File: config.mk
export PLATFORM = sky130hd
export DESIGN_NAME = dds_amplitude_apply
export DESIGN_NICKNAME = d
export VERILOG_FILES = /design/src/rtl/dds_amplitude_apply.sv
export SDC_FILE = /design/constraint.sdc
export NUM_CORES = 1
export LEC_CHECK = 0
export CORE_ASPECT_RATIO = 0.9
export CORE_MARGIN = 2
export CORE_UTILIZATION = 40
export DETAILED_ROUTE_END_ITERATION = 8
export SETUP_SLACK_MARGIN = 0.05
export SLEW_MARGIN = 15
export SYNTH_ARGS = -nofsm -noshare
export SYNTH_HDL_FRONTEND = slang
export SYNTH_SLANG_ARGS = --single-unit
File: constraint.sdc
create_clock -name clk -period 3.15 [get_ports clk]
set_input_delay 0.315 -clock clk [delete_from_list [all_inputs] [get_ports clk]]
set_output_delay 0.315 -clock clk [all_outputs]
set_load 0.005 [all_outputs]
File: src/rtl/dds_amplitude_apply.sv
// ---------------------------------------------------------------------------
// dds_amplitude_apply
//
// Consumer end of the DDS amplitude-select path. A one-hot divisor code
// (1/2/4/8/16) from the key-driven selector scales the offset-binary DDS
// sample stream by an arithmetic right shift about DAC midscale. A new code
// is held pending and committed only on a midscale crossing, or after
// TIMEOUT_SAMPLES valid samples without one. This keeps the DAC output from
// stepping in the middle of a waveform cycle.
//
// Optional build macro:
//   DDS_AMP_ROUND_EN  defined   -> round-half-up shift, (s + 2^(k-1)) >>> k
//                     undefined -> truncating shift (round toward -inf)
//
// Ports:
//   clk               system clock
//   rst               synchronous, active-high reset
//   amplitude[4:0]    divisor code from selector; non-one-hot values ignored
//   sample_in         DDS sample, offset binary, DATA_W bits
//   sample_valid_in   sample_in qualifier
//   sample_out        scaled sample, offset binary (holds when not valid)
//   sample_valid_out  sample_out qualifier, sample_valid_in delayed 2 clocks
//   amp_active[4:0]   divisor code currently applied
//   amp_update        one-cycle pulse when a new code is committed
// ---------------------------------------------------------------------------
module dds_amplitude_apply #(
    parameter int unsigned DATA_W          = 8,
    parameter int unsigned TIMEOUT_SAMPLES = 1024,
    parameter int unsigned CNT_W           = 11
) (
    input  logic              clk,
    input  logic              rst,
    input  logic [4:0]        amplitude,
    input  logic [DATA_W-1:0] sample_in,
    input  logic              sample_valid_in,
    output logic [DATA_W-1:0] sample_out,
    output logic              sample_valid_out,
    output logic [4:0]        amp_active,
    output logic              amp_update
);

    localparam logic [DATA_W-1:0] MIDSCALE  = {1'b1, {(DATA_W-1){1'b0}}};
    localparam logic [4:0]        CODE_DIV1 = 5'd1;
    localparam logic [CNT_W-1:0]  CNT_LAST  = CNT_W'(TIMEOUT_SAMPLES - 1);

    // Shift amount for a one-hot divisor code.
    function automatic logic [2:0] code_to_shift(input logic [4:0] code);
        logic [2:0] k;
        case (code)
            5'd2:    k = 3'd1;
            5'd4:    k = 3'd2;
            5'd8:    k = 3'd3;
            5'd16:   k = 3'd4;
            default: k = 3'd0;
        endcase
        return k;
    endfunction

    // -----------------------------------------------------------------------
    // Code sampling and commit control
    // -----------------------------------------------------------------------
    logic [4:0]       pending;
    logic [CNT_W-1:0] timeout_cnt;
    logic [CNT_W-1:0] timeout_cnt_next;
    logic             prev_sign;

    logic             code_legal;
    logic             pending_change;
    logic             sample_msb;
    logic             crossing;
    logic             timed_out;
    logic             evaluating;
    logic             commit;
    logic [4:0]       code_eff;
    logic [2:0]       k_eff;

    always_comb begin
        code_legal     = $onehot(amplitude);
        pending_change = code_legal && (amplitude != pending);
        sample_msb     = sample_in[DATA_W-1];
        crossing       = (sample_msb != prev_sign);
        timed_out      = (timeout_cnt == CNT_LAST);
        // Commit decisions use the registered pending code, so a code that
        // arrives on a crossing cycle waits for the next crossing.
        evaluating     = sample_valid_in && (pending != amp_active);
        commit         = evaluating && (crossing || timed_out);
        // The sample that triggers a commit is already scaled by the new code.
        code_eff       = commit ? pending : amp_active;
        k_eff          = code_to_shift(code_eff);

        timeout_cnt_next = timeout_cnt;
        if (commit || pending_change || (pending == amp_active)) begin
            timeout_cnt_next = '0;
        end else if (sample_valid_in) begin
            timeout_cnt_next = timeout_cnt + 1'b1;
        end
    end

    always_ff @(posedge clk) begin
        if (rst) begin
            pending     <= CODE_DIV1;
            amp_active  <= CODE_DIV1;
            amp_update  <= 1'b0;
            timeout_cnt <= '0;
            prev_sign   <= 1'b0;
        end else begin
            if (code_legal) begin
                pending <= amplitude;
            end
            if (commit) begin
                amp_active <= pending;
            end
            amp_update  <= commit;
            timeout_cnt <= timeout_cnt_next;
            if (sample_valid_in) begin
                prev_sign <= sample_msb;
            end
        end
    end

    // -----------------------------------------------------------------------
    // Datapath: stage 1 converts to two's complement and latches the shift,
    // stage 2 shifts and converts back to offset binary.
    // -----------------------------------------------------------------------
    logic signed [DATA_W-1:0] s1_data;
    logic [2:0]               s1_k;
    logic                     s1_valid;
    logic signed [DATA_W-1:0] scaled;

`ifdef DDS_AMP_ROUND_EN
    logic signed [DATA_W:0] s1_ext;
    logic signed [DATA_W:0] round_bias;
    logic signed [DATA_W:0] rounded;

    // One guard bit keeps the bias add from wrapping; for k>=1 the shifted
    // result always fits back into DATA_W bits. Bias is 0 when k=0.
    always_comb begin
        s1_ext     = {s1_data[DATA_W-1], s1_data};
        round_bias = ({{DATA_W{1'b0}}, 1'b1} << s1_k) >> 1;
        rounded    = s1_ext + round_bias;
        scaled     = DATA_W'(rounded >>> s1_k);
    end
`else
    always_comb begin
        scaled = s1_data >>> s1_k;
    end
`endif

    always_ff @(posedge clk) begin
        if (rst) begin
            s1_data          <= '0;
            s1_k             <= '0;
            s1_valid         <= 1'b0;
            sample_out       <= MIDSCALE;
            sample_valid_out <= 1'b0;
        end else begin
            s1_valid <= sample_valid_in;
            if (sample_valid_in) begin
                s1_data <= {~sample_in[DATA_W-1], sample_in[DATA_W-2:0]};
                s1_k    <= k_eff;
            end
            sample_valid_out <= s1_valid;
            if (s1_valid) begin
                sample_out <= {~scaled[DATA_W-1], scaled[DATA_W-2:0]};
            end
        end
    end

endmodule

Yosys cells after proc, flatten, opt, wreduce, memory -nomap -nowiden
Cells that the tools add are included.
Widths: inputs -> output; s select.
{"block": "word_totals", "elab_cells": 37, "register_bits": 44, "output_inout_bits": 15, "input_bits": 16}
{"block": "op_classes", "n_mux": 2, "n_bitwise": 2, "n_addsub": 5, "n_reduce_logical": 7, "n_eq_ne": 10, "shift": 1}
{"op": "$pmux 3 s4", "count": 1}
{"op": "$add 11x1->11 const B", "count": 1}
{"op": "$eq 11x10->1 const B", "count": 1}
{"op": "$ne 5x5->1", "count": 2}
{"op": "$sshr 8x3->8", "count": 1}
{"op": "$eq 5x2->1 const B", "count": 1}
{"op": "$eq 5x3->1 const B", "count": 1}
{"op": "$eq 5x4->1 const B", "count": 1}
{"op": "$eq 5x5->1", "count": 1}
{"op": "$eq 5x5->1 const B", "count": 1}
{"op": "$mux 5", "count": 1}
{"op": "$add 1x1->2", "count": 2}
{"op": "$add 2x2->3", "count": 1}
{"op": "$add 3x1->3", "count": 1}
{"op": "$eq 3x1->1 const B", "count": 1}
{"op": "$logic_and 1x1->1", "count": 3}
{"op": "$logic_or 1x1->1", "count": 3}
{"op": "$not 1->1", "count": 2}
{"op": "$reduce_or 2->1", "count": 1}
{"op": "$ne 1x1->1", "count": 1}

Depth between registers and ports, before layout
{"block": "logic_depth", "word_depth": 8, "mapped_depth": 9, "ltp_nobuf": 9}

Worst setup path before layout
No wires, ideal clock.
{"block": "synth_path", "path_kind": "input-to-reg", "from": "in amplitude[0]", "to": "reg timeout_cnt[0]", "arrival_ps": 2401, "cell_stages": 9, "path_buffers": 0, "setup_ps": 119, "t_required_ps": 3031, "setup_slack_ps": 630, "cell_sequence": "inv_1 fa_1 inv_1 fa_1 ha_1 nor3b_2 o31ai_1 nand3_2 nor2_1"}
{"block": "synth_between", "elab_chain_cells": 8, "elab_cells_between_ends": 9, "cone_classes": "add/sub: 3; eq/ne: 2; reduce/logical: 4"}
{"element": "start, declared", "line": "33", "rtl": "input logic [4:0] amplitude,"}
{"element": "$add 1x1->2 (implied by the code)", "line": "78", "rtl": "code_legal = $onehot(amplitude);"}
{"element": "$add 2x2->3 (implied by the code)", "line": "78"}
{"element": "$add 3x1->3 (implied by the code)", "line": "78"}
{"element": "$eq 3x1->1", "line": "78"}
{"element": "$logic_and 1x1->1 (*)", "line": "79", "rtl": "pending_change = code_legal && (amplitude != pending);"}
{"element": "$logic_or 1x1->1 (*) (2 in a row)", "line": "92", "rtl": "if (commit || pending_change || (pending == amp_active)) begin"}
{"element": "$reduce_or 2->1 (no source line) (*)"}
{"element": "end signal, assigned", "line": "114", "rtl": "timeout_cnt <= timeout_cnt_next;"}
{"element": "end, declared", "line": "63", "rtl": "logic [CNT_W-1:0] timeout_cnt;"}
Mark *: on every way between the ends. The rest lies on a longest branch, timed or not.
A chain may end at the register's enable or synchronous reset.

Worst setup path in the final report
{"block": "layout_path", "from": "in amplitude[0]", "to": "reg pending[3]"}
{"block": "layout_between", "elab_chain_cells": 4}
{"element": "$add 1x1->2 (implied by the code)", "line": "78"}
{"element": "$add 2x2->3 (implied by the code)", "line": "78"}
{"element": "$add 3x1->3 (implied by the code)", "line": "78"}
{"element": "$eq 3x1->1", "line": "78"}
{"element": "end signal, assigned", "line": "108", "rtl": "pending <= amplitude;"}
{"element": "end, declared", "line": "62", "rtl": "logic [4:0] pending;"}
No other way between the ends.

==> impl_results.rst <==
.. list-table::
   :header-rows: 1

   * - Metric
     - Value
   * - Sequential element share of the synthesized area
     - 0.404
   * - Classification of the worst setup path
     - in2reg
   * - Number of DRC violations after detailed-routing iteration 0
     - 51
   * - Count of pins over their slew limit
     - 0
   * - Total Nets Final
     - approximately 280
   * - Slack of the worst reg-to-reg path
     - 1.32 ns
   * - Drt first pass iters
     - 4
   * - Clock buffer count from CTS
     - 5
   * - Maximum number of pins on one net before global-route repair
     - 30
   * - Post-synth net total
     - 257
   * - Outcome
     - complete, no violations
   * - Hold path cells
     - 2
   * - Number of cells produced by synthesis
     - 237
   * - Area contributors post-synth
     - dfxtp_1 (40%), mux2i_1 (8.7%), nor2_1 (7.1%)
   * - Share of synthesized registers carrying an async set or reset
     - 0
   * - Die area
     - 6060 um2
   * - Class of the most critical hold timing path
     - reg2reg
   * - Vias in the first global route
     - 1,514
   * - Achievable frequency
     - 386 MHz
   * - Placeable core region
     - ~5300 um2
   * - Count of warnings emitted by yosys
     - 0
   * - Post-synthesis instance area
     - between 2000 and 2500 um2
   * - Clk pin slew, worst setup/hold paths
     - 0.08 ns
   * - Number of distinct library cells after synthesis
     - 36
   * - H-Tree Depth
     - 2
   * - Worst setup timing slack at the placement stage
     - roughly 0.23 ns
   * - Via count normalized by instance count
     - 4.93
   * - WHS Endpoint
     - sample_out[1]$_SDFFE_PP0P_
   * - Remaining DRCs
     - 0
   * - Worst VDD drop
     - 0.220 mV
   * - TritonCTS clock tree
     - yes
   * - Slew at the pin closest to its max-slew limit
     - 0.426 ns
   * - Slowest cell on crit path
     - fa_1
   * - Portion of synthesized cell area occupied by the leading cell type
     - 0.404
   * - Setup Fix Bufs, Post-CTS
     - 0
   * - Initial antenna violation count
     - 0
   * - Critical path required time
     - roughly 3.3 ns
   * - Wire length of the first global-routing pass
     - ~7000 um
   * - Routed wire length
     - approximately 4200 um
   * - Commonest non-fill, non-tap cell in the layout
     - dfxtp_1
   * - Worst-path maximum fanout
     - 5
   * - I/O Pins
     - 31
   * - Number of cell rows
     - 25
   * - Starting Density
     - 0.415
   * - Slowest cell delay on critical path
     - 0.53 ns
   * - Antenna Diode Count
     - 0
   * - Setup TNS
     - 0 ns
   * - Length in cells of the worst reg-to-reg path
     - 6
   * - Post-synth EDFFs
     - 0
   * - Static Leakage
     - around 0.97 nW
   * - Fill cell total of the finished layout
     - between 500 and 600
   * - Max-capacitance violation count
     - 0
   * - CTS Hold Buffers Added
     - 0
   * - Worst slew slack as a fraction of its limit
     - 0.715
   * - Chain of cells forming the critical path
     - clkdlybuf4s50_1, inv_1, fa_1, inv_1, fa_1, ha_1, nor3b_2, buf_4, mux2i_1, nor2_1
   * - Worst Path Arrival
     - around 2.8 ns
   * - All-Layer GR Usage
     - 0.155
   * - Element type at the critical path end
     - flop
   * - RR Endpoint
     - s1_k[2]$_SDFFE_PP0P_
   * - Floorplan die width
     - 81.8 um
   * - Top FF cell, synth
     - dfxtp_1
   * - Synth Area per Inst
     - about 9.2 um2
   * - Power density over the cells
     - approximately 480 nW/um2
   * - Height of the chip
     - 74.0 um
   * - Final standard cell area without fillers
     - 2630 um2
   * - P&R area growth vs syn
     - 20.7%
   * - Startpoint types
     - input port
   * - # clock sinks
     - 44
   * - Clock skew
     - roughly 0.0049 ns
   * - Fraction of layout instances using a drive strength above 1
     - 0.0878
   * - Overflow after GRT
     - 0
   * - Buffer depth of the longest clock path
     - 2
   * - Setup-violating endpoint count in the final report
     - 0
   * - Wire per inst
     - 12.7 um
   * - Total of buffers placed on input and output ports
     - 30
   * - Total number of vias
     - 1,621
   * - Post-route clock period utilization
     - 0.822
   * - Critical hold path startpoint
     - sample_out[1]$_SDFFE_PP0P_
   * - Setup repair after global routing missed its margin
     - false
   * - Worst-Skew Late Latency
     - ~0.30 ns
   * - Synth Register Bits
     - 44
   * - Post_cts resized
     - 0
   * - Placer's final routability congestion estimate
     - 0.822
   * - Hold slack
     - about 0.49 ns
   * - Worst setup margin
     - 0.559 ns
   * - Root buf cell
     - clkbuf_8
   * - Startpoint of the worst register-to-register path
     - timeout_cnt[0]$_SDFFE_PP0P_
   * - Final Hold Violating Endpoints
     - 0
   * - Commonest cells after routing, fill and taps aside
     - dfxtp_1 (44), nor2_1 (41), clkdlybuf4s50_1 (30)
   * - Post-placement cell area
     - 2520 um2
   * - Final ANT Viol Nets
     - 0
   * - Leading area contributor after synthesis
     - dfxtp_1
   * - HPWL after detailed placement
     - 2890 um
   * - Final critical path time including I/O delays and setup
     - 2.59 ns
-- stage by stage --
step	power, mW	std cells	util
final	1.26	329	0.501
after global routing	1.33	329	0.501
after CTS	1.28	329	0.501
after detailed placement	0.849	321	0.480
after global placement	0.848	321	0.480
after floorplan	0.775	237	-
-- power breakdown --
| part | internal (mW) | switching [mW] | total, mW |
|---|---|---|---|
| Combinational | 0.115 | 0.0927 | 0.208 |
| Clock | 0.235 | 0.188 | 0.423 |
| Sequential | 0.585 | 0.0420 | 0.627 |
| Total | 0.935 | 0.322 | 1.26 |
-- critical path: cells and delay by family --
kind | cells | cell delay (ns)
multiplexers | 1 | 0.19
adder cells (fa/ha/maj) | 3 | 1.18
buffers and inverters | 4 | 0.82
AND/OR/NAND/NOR | 2 | 0.27
-- layer usage --
metal,wire [um],GRT usage,share of wire,vias up
met2,1810,0.239,0.43,26
met5,0,0,0,-
li1,-,-,-,853
met4,97,0.0833,0.023,0
met3,143,0.0291,0.034,8
met1,2110,0.206,0.51,734
-- logic make-up after synthesis --
logic type,share of synthesized area
and+or+nand+nor,0.202
DFF,0.404
AOI/OAI and AO/OA,0.0827
muxes,0.144
xor gates and xnor gates,0.0964
buffers and inverters,0.0408
adders and majority gates,0.0298
-- final cells by class --
type	instances	area (um2)	share of cell area
Multi-Input combinational cell	170	1210	0.460
Sequential cell	44	881	0.335
Timing Repair Buffer	33	323	0.123
Tap cell	67	83.8	0.0319
Clock buffer	6	72.6	0.0276
Clock inverter	2	35.0	0.0133
Inverter	7	26.3	0.00999
-- Yosys cell counts, types with 2 or more instances --
| cell | count |
|---|---|
| nor4b_1 | 2 |
| nor4_1 | 4 |
| nor2_1 | 41 |
| buf_1 | 3 |
| nand4_1 | 2 |
| o21ai_0 | 12 |
| mux4_2 | 5 |
| nand2_1 | 20 |
| xnor2_1 | 15 |
| mux2i_1 | 19 |
| inv_1 | 7 |
| nand3_1 | 5 |
| fa_1 | 2 |
| o22ai_1 | 3 |
| ha_1 | 2 |
| buf_2 | 2 |
| xor2_1 | 9 |
| nor2b_1 | 5 |
| a211oi_1 | 5 |
| a21oi_1 | 5 |
| dfxtp_1 | 44 |
| clkbuf_1 | 11 |
-- sequential cells by signal (all words and copies together) (netlist names) --
signal / cells
sample_out: 8
pending: 5
prev_sign: 1
s1_valid: 1
timeout_cnt: 11
sample_valid_out: 1
s1_k: 3
s1_data: 8
amp_active: 5
amp_update: 1
-- worst max path at each step --
stage | endpoint | depth (start not counted) | start
finish | pending[3]$_SDFFE_PP0P_ | 10 | amplitude[0]
CTS | timeout_cnt[6]$_SDFFE_PP0P_ | 10 | amplitude[0]
detailed placement | timeout_cnt[6]$_SDFFE_PP0P_ | 10 | amplitude[0]
global placement | pending[3]$_SDFFE_PP0P_ | 10 | amplitude[0]
global route | timeout_cnt[6]$_SDFFE_PP0P_ | 10 | amplitude[0]
floorplan | timeout_cnt[0]$_SDFFE_PP0P_ | 9 | amplitude[0]
No activity file was read; power rests on OpenSTA's default activity.
